**src/rtl/wb_io_arbiter.sv**
```systemverilog
`default_nettype none
// +----------------------------------------------------------------------------+
// | Module      : wb_io_arbiter                                                |
// | Description : Two-master / one-slave Wishbone B4 classic arbiter for the   |
// |               rv32i_soc IO bus. Round-robin grant, locked for the whole    |
// |               CYC of the owner. Optional no-ACK watchdog that aborts the   |
// |               transfer with an error pulse (macro WB_ARB_TIMEOUT_EN).      |
// | Ports       : clock, reset (sync, active-low)                              |
// |               m0_* / m1_*  : master side (adr, dat, sel, we, cyc, stb in;  |
// |                              dat, ack, err out)                            |
// |               s_*          : slave side (adr, dat, sel, we, cyc, stb out;  |
// |                              dat, ack in)                                  |
// |               grant_o      : one-hot registered owner, 00 = none           |
// | Revision    : 1.0 - initial release                                        |
// +----------------------------------------------------------------------------+
module wb_io_arbiter #(
   parameter int AW             = 32,
   parameter int DW             = 32,
   parameter int TIMEOUT_CYCLES = 255
) (
   input  logic            clock,
   input  logic            reset,
   input  logic [AW-1:0]   m0_adr_i,
   input  logic [DW-1:0]   m0_dat_i,
   input  logic [DW/8-1:0] m0_sel_i,
   input  logic            m0_we_i,
   input  logic            m0_cyc_i,
   input  logic            m0_stb_i,
   output logic [DW-1:0]   m0_dat_o,
   output logic            m0_ack_o,
   output logic            m0_err_o,
   input  logic [AW-1:0]   m1_adr_i,
   input  logic [DW-1:0]   m1_dat_i,
   input  logic [DW/8-1:0] m1_sel_i,
   input  logic            m1_we_i,
   input  logic            m1_cyc_i,
   input  logic            m1_stb_i,
   output logic [DW-1:0]   m1_dat_o,
   output logic            m1_ack_o,
   output logic            m1_err_o,
   output logic [AW-1:0]   s_adr_o,
   output logic [DW-1:0]   s_dat_o,
   output logic [DW/8-1:0] s_sel_o,
   output logic            s_we_o,
   output logic            s_cyc_o,
   output logic            s_stb_o,
   input  logic [DW-1:0]   s_dat_i,
   input  logic            s_ack_i,
   output logic [1:0]      grant_o
);

   localparam logic [1:0] c_st_idle  = 2'd0;
   localparam logic [1:0] c_st_busy  = 2'd1;
   localparam logic [1:0] c_st_abort = 2'd2;

   logic [1:0] r_state;
   logic [1:0] w_state_nxt;
   logic [1:0] r_owner;        // one-hot: bit0 = m0, bit1 = m1
   logic [1:0] w_owner_nxt;
   logic       r_rr_ptr;       // 0 = m0 preferred on a tie, 1 = m1 preferred
   logic       w_rr_ptr_nxt;

   logic w_req0;
   logic w_req1;
   logic w_own_cyc;
   logic w_own_stb;
   logic w_other_req;
   logic w_tmo_hit;

   assign w_req0      = m0_cyc_i & m0_stb_i;
   assign w_req1      = m1_cyc_i & m1_stb_i;
   assign w_own_cyc   = (r_owner[0] & m0_cyc_i) | (r_owner[1] & m1_cyc_i);
   assign w_own_stb   = (r_owner[0] & m0_stb_i) | (r_owner[1] & m1_stb_i);
   assign w_other_req = (r_owner[0] & w_req1) | (r_owner[1] & w_req0);

   // Legal watchdog range is 2..65535; the counter and compare are 16 bits.
   generate
      if (TIMEOUT_CYCLES < 2 || TIMEOUT_CYCLES > 65535) begin : g_timeout_range_bad
         // Out-of-range values truncate into the 16-bit compare; nothing to build.
      end
   endgenerate

`ifdef WB_ARB_TIMEOUT_EN
   localparam logic [15:0] c_tmo_last = 16'(TIMEOUT_CYCLES - 1);

   logic [15:0] r_tmo_cnt;
   logic        w_stall;

   // A stalled cycle: owner is strobing the slave and no ACK came back.
   assign w_stall   = (r_state == c_st_busy) & w_own_cyc & w_own_stb & ~s_ack_i;
   // The stall that would bring the count to TIMEOUT_CYCLES triggers the abort.
   assign w_tmo_hit = w_stall & (r_tmo_cnt == c_tmo_last);

   always_ff @(posedge clock) begin
      if (!reset) begin
         r_tmo_cnt <= 16'd0;
      end else if (w_stall && !w_tmo_hit) begin
         r_tmo_cnt <= r_tmo_cnt + 16'd1;
      end else begin
         r_tmo_cnt <= 16'd0;
      end
   end
`else
   assign w_tmo_hit = 1'b0;
`endif

   // State register
   always_ff @(posedge clock) begin
      if (!reset) begin
         r_state  <= c_st_idle;
         r_owner  <= 2'b00;
         r_rr_ptr <= 1'b0;
      end else begin
         r_state  <= w_state_nxt;
         r_owner  <= w_owner_nxt;
         r_rr_ptr <= w_rr_ptr_nxt;
      end
   end

   // Next-state logic
   always_comb begin
      w_state_nxt  = r_state;
      w_owner_nxt  = r_owner;
      w_rr_ptr_nxt = r_rr_ptr;
      case (r_state)
         c_st_idle: begin
            if (w_req0 | w_req1) begin
               w_state_nxt = c_st_busy;
               if (w_req0 && (!w_req1 || !r_rr_ptr)) begin
                  w_owner_nxt = 2'b01;
               end else begin
                  w_owner_nxt = 2'b10;
               end
            end
         end
         c_st_busy: begin
            if (!w_own_cyc) begin
               // Point at the other master; owner m0 -> ptr 1, owner m1 -> ptr 0.
               w_rr_ptr_nxt = r_owner[0];
               if (w_other_req) begin
                  // Direct handover, the slave already saw cyc=0 this cycle.
                  w_owner_nxt = ~r_owner;
               end else begin
                  w_state_nxt = c_st_idle;
                  w_owner_nxt = 2'b00;
               end
            end else if (w_tmo_hit) begin
               // Owner is kept for one cycle so the error reaches it.
               w_state_nxt = c_st_abort;
            end
         end
         c_st_abort: begin
            w_state_nxt  = c_st_idle;
            w_owner_nxt  = 2'b00;
            w_rr_ptr_nxt = r_owner[0];
         end
         default: begin
            w_state_nxt = c_st_idle;
            w_owner_nxt = 2'b00;
         end
      endcase
   end

   // Output logic
   always_comb begin
      s_adr_o  = '0;
      s_dat_o  = '0;
      s_sel_o  = '0;
      s_we_o   = 1'b0;
      s_cyc_o  = 1'b0;
      s_stb_o  = 1'b0;
      m0_ack_o = 1'b0;
      m1_ack_o = 1'b0;
      m0_err_o = 1'b0;
      m1_err_o = 1'b0;
      if (r_state == c_st_busy) begin
         if (r_owner[1]) begin
            s_adr_o = m1_adr_i;
            s_dat_o = m1_dat_i;
            s_sel_o = m1_sel_i;
            s_we_o  = m1_we_i;
         end else begin
            s_adr_o = m0_adr_i;
            s_dat_o = m0_dat_i;
            s_sel_o = m0_sel_i;
            s_we_o  = m0_we_i;
         end
         s_cyc_o  = w_own_cyc;
         s_stb_o  = w_own_stb;
         m0_ack_o = r_owner[0] & s_ack_i;
         m1_ack_o = r_owner[1] & s_ack_i;
      end
`ifdef WB_ARB_TIMEOUT_EN
      if (r_state == c_st_abort) begin
         m0_err_o = r_owner[0];
         m1_err_o = r_owner[1];
      end
`endif
   end

   assign m0_dat_o = s_dat_i;
   assign m1_dat_o = s_dat_i;
   assign grant_o  = r_owner;

endmodule
`default_nettype wire

```
**config.mk**
```make
export PLATFORM = sky130hd
export DESIGN_NAME = wb_io_arbiter
export DESIGN_NICKNAME = d
export VERILOG_FILES = /design/src/rtl/wb_io_arbiter.sv
export SDC_FILE = /design/constraint.sdc
export NUM_CORES = 1
export LEC_CHECK = 0
export CORE_AREA = 4 4 120 122
export CTS_CLUSTER_DIAMETER = 60
export DETAILED_ROUTE_END_ITERATION = 8
export DIE_AREA = 0 0 124 126
export DONT_BUFFER_PORTS = 1
export PLACE_DENSITY = 0.32
export RECOVER_POWER = 100
export SLEW_MARGIN = 20
export SYNTH_ARGS = -nofsm -noshare
export SYNTH_HDL_FRONTEND = slang
export SYNTH_SLANG_ARGS = --single-unit
```
**constraint.sdc**
```tcl
create_clock -name clock -period 1.24 [get_ports clock]
set_input_delay 0.248 -clock clock [delete_from_list [all_inputs] [get_ports clock]]
set_output_delay 0.248 -clock clock [all_outputs]
set_load 0.005 [all_outputs]
```
Yosys cells after proc, flatten, opt, wreduce, memory -nomap -nowiden --
Index checks and enable logic that the tools add are counted.
Storage, ports and cells: register bits after elaboration 5, latch bits 0, RAM bits 0, memory bits (read-only) 0, input port bits 177, output and inout port bits 141, logic and storage cells 55, memories kept 0
Operators by class: add/sub/neg operators 0, multiply operators 0, div/mod/pow operators 0, $lt $le $gt $ge 0, eq/ne operators 5, shift operators 0, mux-type cells 23, bitwise operators 15, reductions and logical operators 9
Operators by type and width (count):
- $mux 32 | 4
- $mux 2 | 7
- $and 1x1->1 | 10
- $mux 4 | 2
- $pmux 2 s2 | 2
- $mux 1 | 7
- $ne 2x2->1 const B | 3
- $or 1x1->1 | 4
- $reduce_and 2->1 | 2
- $reduce_and 3->1 | 1
- $eq 2x1->1 const B | 1
- $eq 2x2->1 const B | 1
- $logic_not 1->1 | 2
- $logic_not 2->1 | 1
- $not 2->2 | 1
- $pmux 1 s2 | 1
- $reduce_bool 2->1 | 1
- $logic_and 1x1->1 | 1
- $logic_or 1x1->1 | 1

Logic depth before layout (Yosys ltp) --
Gate-level depths: netlist of run 1.
depth after elaboration 7, gate-level depth with buffers 5, mapped depth without buffers 3

Worst setup path before layout of run 1 --
No wires, ideal clock.
path type flip-flop to output port, start point register r_owner[1] (netlist: grant_o[1]), end point output s_adr_o[0], arrival 1004 ps, data required time 992 ps, path slack -12 ps, stages on the path, launching flop included 6, buffers on the path 3, cells stage by stage dfxtp_1 buf_2 buf_6 buf_6 mux2i_1 nor2b_1
Between the ends: word-level cells in the longest chain between the ends 2
Ends and longest elaborated chain:
- start: declaration | line 58 | logic [1:0] r_owner;
- start signal: assignment | line 115 | r_owner <= w_owner_nxt;
- $mux 32 | line 177 | if (r_owner[1]) begin
- $mux 32 | line 176 | if (r_state == c_st_busy) begin
- end: declaration | line 41 | output logic [AW-1:0] s_adr_o,
Every way passes these cells.

Worst setup path in the final report of run 1 --
start point register r_owner[1] (netlist: grant_o[1]), end point output s_sel_o[2]
Between the ends: word-level cells in the longest chain between the ends 2
Ends and longest elaborated chain:
- $mux 4 | line 177
- $mux 4 | line 176
- end: declaration | line 43 | output logic [DW/8-1:0] s_sel_o,
Every way passes these cells.

==> results.toml, run 1 <==
[final_layout]
layout.nets = 375
final_cells = 373
post-route-util = 0.162
antennaDiodeCount = 0
nFillCells = 1484
syn2layout_area_growth_pct = 3.78
final_cell_area_mm2 = 0.00213
mostFrequentLayoutCells = "nor2b_1 (68), mux2i_1 (62), mux2i_2 (6), buf_4 (6)"
drive_above_1_share = 0.203
layout_commonest_cell = "nor2b_1"
register_area_um2 = 87.6
multi_input_area_mm2 = 0.00139

[synthesis]
synth_xor_xnor_area_share = 0
synth_area_per_cell_um2 = 7.90
yosysWarnings = 0
ys_types = 28
ys_seq_area_frac = 0.0390
synth_area_leaders = "mux2i_1 (34%), buf_4 (25%), nor2b_1 (21%)"
synth-seq-cells = 4
synth.mux.area_fraction = 0.336
syn_inst = 260
yosysTopAreaCell = "mux2i_1"
synth-compound-area-share = 0.0579
synth_top_area_share = 0.336
synth_fa_ha_area_frac = 0
synth_top_family_by_area = "multiplexers"
syn_area_mm2 = 0.00205
yosys.area_share.simple = 0.250

[clock_tree]
cts_root_buffer = "clkbuf_16"
cts_hold_buf = 0
h-tree-depth = 1
clk_path_buf_depth = 2
cts_tree = "built"
clkTransAtPathRegs_ns = 0.03
cts.sinks = 4
cts_buffers = 3
clk_latency_ns = 0.23

[min_path]
holdCritPathClass = "in -> reg"
min_path_cells = 1
hp-start = "reset"

[timing]
setup_tns_ns = -12.61
post-route-min-period_ns = 1.46
setup_viol = 72
fmax_ghz = 0.683
finalHoldViolations = 0
final_max_slew_viol_count = 0
clock_skew_ns = 0.00191
fin_crit_sh = 1.18
grt_setup_unrepaired = "true"
fin_ws_ns = -0.224

[floorplan]
die_x_um = 124
rows = 42
io_pins = 318
core-area_mm2 = 0.0132
die_height_um = 126
initial_core_util = 0.156
fp.dieArea_mm2 = 0.0156

[job]
cap_violations = 0

[placement]
dp_hpwl_mm = 5.19
place_congestion = 0.675
portBuffers = 0
post-place-ws_ns = -0.0436
dp_cells = 359
postPlaceCellArea_mm2 = 0.00176

[detailed_routing]
dr.first_iter.drc_count = 46
first_pass_iters = 4
routedWlPerCell_um = 19.6
routed_wl_mm = 7.31
postRouteAntennaNets = 0
drcViolationCount = 0
vias_per_cell = 4.10
vias = 1529

[setup_path]
path_class = "reg -> out"
cp_num_buf_inv = 2
crit_family = "flip-flops"
crit_path_max_fanout = 8
crit_slowest_cell = "dfxtp_4"
crit_path_end_kind = "output port"
r2r_start = "r_state[0]"
worstPathRequired_ns = 0.99
path_depth = 4
cp-startpoint = "grant_o[1]"
crit_path_cell_trace = "buf_12, buf_16, mux2i_2, nor2b_1"
cp_slowest_stage_delay_ns = 0.42
r2r_cells = 4
start_kind = "flop"
crit_arrival_ns = 1.22

[global_route]
grt.total_usage = 0.0819
grt_overflow_total = 0
grt_max_degree = 31
antenna_found_initial = 0
grt_pass1_vias = 1601
grt_pass1_wl_mm = 9.95

[run_status]
violations = "negative setup slack"
outcome = "complete, but fails checks"

[power_and_ir_drop]
power_density_mw_per_mm2 = 815
leakagePower_nw = 0.709
peakVddDrop_uv = 530
routing by layer:
layer	wire length, um	vias to the layer above	GRT usage
li1	-	679	-
met1	2780	712	0.101
met2	3560	116	0.138
met3	781	22	0.0161
met4	190	0	0.0329
met5	0	-	0
registers in the layout, indices dropped and copies added, names as in the netlist:
signal / cells
grant_o: 2
r_state: 1
r_rr_ptr: 1
cell usage after synthesis:
cell and instances:
nor2b_1 70, buf_4 69, mux2i_1 69, clkbuf_1 7, buf_6 6, buf_2 5
dfxtp_1 4, a21oi_1 3, and3_1 3, inv_1 3, nand3_1 3, nand4_1 2
a21boi_0 1, a221oi_2 1, a22o_1 1, a22oi_1 1, a311oi_2 1, a31o_1 1
a31oi_1 1, and2_1 1, conb_1 1, nand2_1 1, nand2_2 1, nand4b_1 1
nor2_1 1, o2111a_1 1, o211ai_1 1, o32ai_2 1
worst register-to-register path, cell delays in order, from the launching register on:
cell	delay (ns)
dfxtp_4	0.38
buf_4	0.15
a221oi_4	0.25
a31oi_1	0.07
o2111a_1	0.26
through the flow:
step / hold WS, ns / total power [W]
floorplan: 0.388 / 0.000997
CTS: 0.170 / 0.00174
detailed placement: 0.403 / 0.000955
global placement: 0.413 / 0.000940
global route: 0.174 / 0.00185
finish: 0.171 / 0.00174
report_power, final:
part | switching (W) | internal [W]
clock network | 0.0000996 | 0.000425
registers | 0.0000340 | 0.000142
logic | 0.000464 | 0.000573
total | 0.000598 | 0.00114
cells by family after synthesis:
logic type | Yosys count
AO/OA/AOI/OAI | 13
multiplexers | 69
buffers and inverters | 90
flip-flops | 4
other | 1
AND/OR/NAND/NOR | 83
what timing repair did:
item / in CTS / in global routing
buffers inserted: 4 / 2
pin swaps: 1 / 1
endpoints found under the setup margin: 73 / 76
cloned: 6 / 0
resized for setup: 12 / 13
final cells by class:
type,count,area share
Clock buffer,4,0.0370
Multi-Input combinational cell,167,0.653
Inverter,3,0.00528
Timing Repair Buffer,19,0.160
Tap cell,176,0.103
Sequential cell,4,0.0411
final timing paths:
check,to,slack [ns]
setup / recovery,s_sel_o[2],-0.22
hold / removal,grant_o[1],0.17
setup reg to reg,grant_o[1],0
hold reg to reg,r_rr_ptr,0.55
Power figures use the tool's default switching activity.
==> inputs of run 2 (changes only) <==
Settings changed: TNS_END_PERCENT set to 5.
==> run 2 against run 1 <==
Against the previous run:
- the run still ends with negative setup slack left
- non-clock buffer count fell by 4
- die area did not move
- setup slack improved by 0.0012 ns
- sequential power fell by 2%
- global-route usage fell by 0.56 points
- largest power group unchanged
==> results.toml, run 2 (synthesized netlist as in run 1, its figures left out) <==
[timing]
final_max_slew_viol_count = 0
finalHoldViolations = 0
fin_crit_sh = 1.18
grt_setup_unrepaired = "true"
setup_viol = 72
fin_ws_ns = -0.223
setup_tns_ns = -12.38
clock_skew_ns = 0.00177
fmax_ghz = 0.684
post-route-min-period_ns = 1.46

[global_route]
grt_pass1_wl_mm = 9.39
grt.total_usage = 0.0763
grt_overflow_total = 0
grt_pass1_vias = 1571
grt_max_degree = 42
antenna_found_initial = 0

[run_status]
outcome = "complete, but fails checks"
violations = "negative setup slack"

[setup_path]
r2r_cells = 3
start_kind = "flop"
path_class = "reg -> out"
reg2reg_slack_ns = 0.07
crit_arrival_ns = 1.21
cp-startpoint = "grant_o[1]"
crit_path_end_kind = "output port"
rr_endpoint = "r_state[0]"
worstPathRequired_ns = 0.99
crit_path_max_fanout = 8
r2r_start = "grant_o[0]"

[final_layout]
post-route-util = 0.155
layout_commonest_cell = "nor2b_1"
antennaDiodeCount = 0
syn2layout_area_growth_pct = -0.609
largest_reg_flops = 2
final_cell_area_mm2 = 0.00204
mostFrequentLayoutCells = "nor2b_1 (68), mux2i_1 (65), buf_16 (5), buf_12 (5), buf_4 (4)"
drive_above_1_share = 0.166
layout.nets = 371

[detailed_routing]
dr.first_iter.drc_count = 33
first_pass_iters = 4
postRouteAntennaNets = 0
drcViolationCount = 0
routed_wl_mm = 6.89
vias = 1487
vias_per_cell = 4.03
routedWlPerCell_um = 18.7

[clock_tree]
clkTransAtPathRegs_ns = 0.03
cts_hold_buf = 0
cts_buffers = 3
clk_latency_ns = 0.23
h-tree-depth = 1
cts_root_buffer = "clkbuf_16"
cts.sinks = 4
cts_tree = "built"
clk_path_buf_depth = 2

[floorplan]
io_pins = 318
fp.dieArea_mm2 = 0.0156
die_height_um = 126
initial_core_util = 0.156
core-area_mm2 = 0.0132
die_x_um = 124
rows = 42

[placement]
post-place-ws_ns = -0.0436
portBuffers = 0
dp_hpwl_mm = 5.19
place_congestion = 0.675
postPlaceCellArea_mm2 = 0.00176

[power_and_ir_drop]
fin_total_pwr_w = 0.00166
leakagePower_nw = 0.670
peakVddDrop_uv = 519
power_density_mw_per_mm2 = 814

[min_path]
hold_path_end = "grant_o[1]"
min_path_cells = 1
hp-start = "reset"
holdCritPathClass = "in -> reg"

[job]
cap_violations = 0
## run 2: cell count changes in the layout (fill, tap and decap cells not counted), sizes merged
cell / delta
buf: -3
bufbuf: -1
## run 2: area by class of cell
| type | instances | area, um^2 |
|---|---|---|
| multi-input cells | 167 | 1370 |
| clock buffers | 4 | 78.8 |
| repair buffers | 15 | 279 |
| flip-flops and latches | 4 | 87.6 |
| fillers | 1489 | 11100 |
| inverters | 3 | 11.3 |
| well taps | 176 | 220 |
## run 2: worst max-delay path by stage
stage | end | slack [ns] | depth (start not counted)
after CTS | s_dat_o[29] | -0.23 | 3
after global routing | s_sel_o[2] | -0.28 | 4
after detailed placement | s_dat_o[29] | -0.04 | 3
after floorplan | s_adr_o[0] | -0.01 | 5
after global placement | s_dat_o[29] | -0.004 | 3
final | s_sel_o[2] | -0.22 | 4
## run 2: where the power goes
| group | leakage, nW | internal [W] | switching, W |
|---|---|---|---|
| clock network | 0.0382 | 0.000425 | 0.000101 |
| registers | 0.0341 | 0.000142 | 0.0000298 |
| logic | 0.598 | 0.000521 | 0.000444 |
## run 2: timing repair
action | in CTS | in global routing
pin swaps | 1 | 1
setup endpoints to repair | 73 | 76
resized for setup | 8 | 9
gates cloned | 4 | 0
endpoints found under the hold margin | 0 | 0
buffers inserted | 3 | 0
## run 2: per-stage QoR
step	hold slack (ns)	instances
floorplan	0.388	261
global placement	0.413	359
detailed placement	0.403	359
CTS	0.170	369
global route	0.174	369
finish	0.172	369
## run 2: worst max-delay path: stages (launching register included)
cell and delay [ns]:
dfxtp_4 0.42, buf_12 0.14, buf_16 0.14, mux2i_2 0.20, nor2b_1 0.08
## run 2: metal layers
| metal | global-route usage | share of wire |
|---|---|---|
| met1 | 0.0916 | 0.37 |
| met2 | 0.129 | 0.48 |
| met3 | 0.0166 | 0.11 |
| met4 | 0.0335 | 0.028 |
| met5 | 0 | 0 |
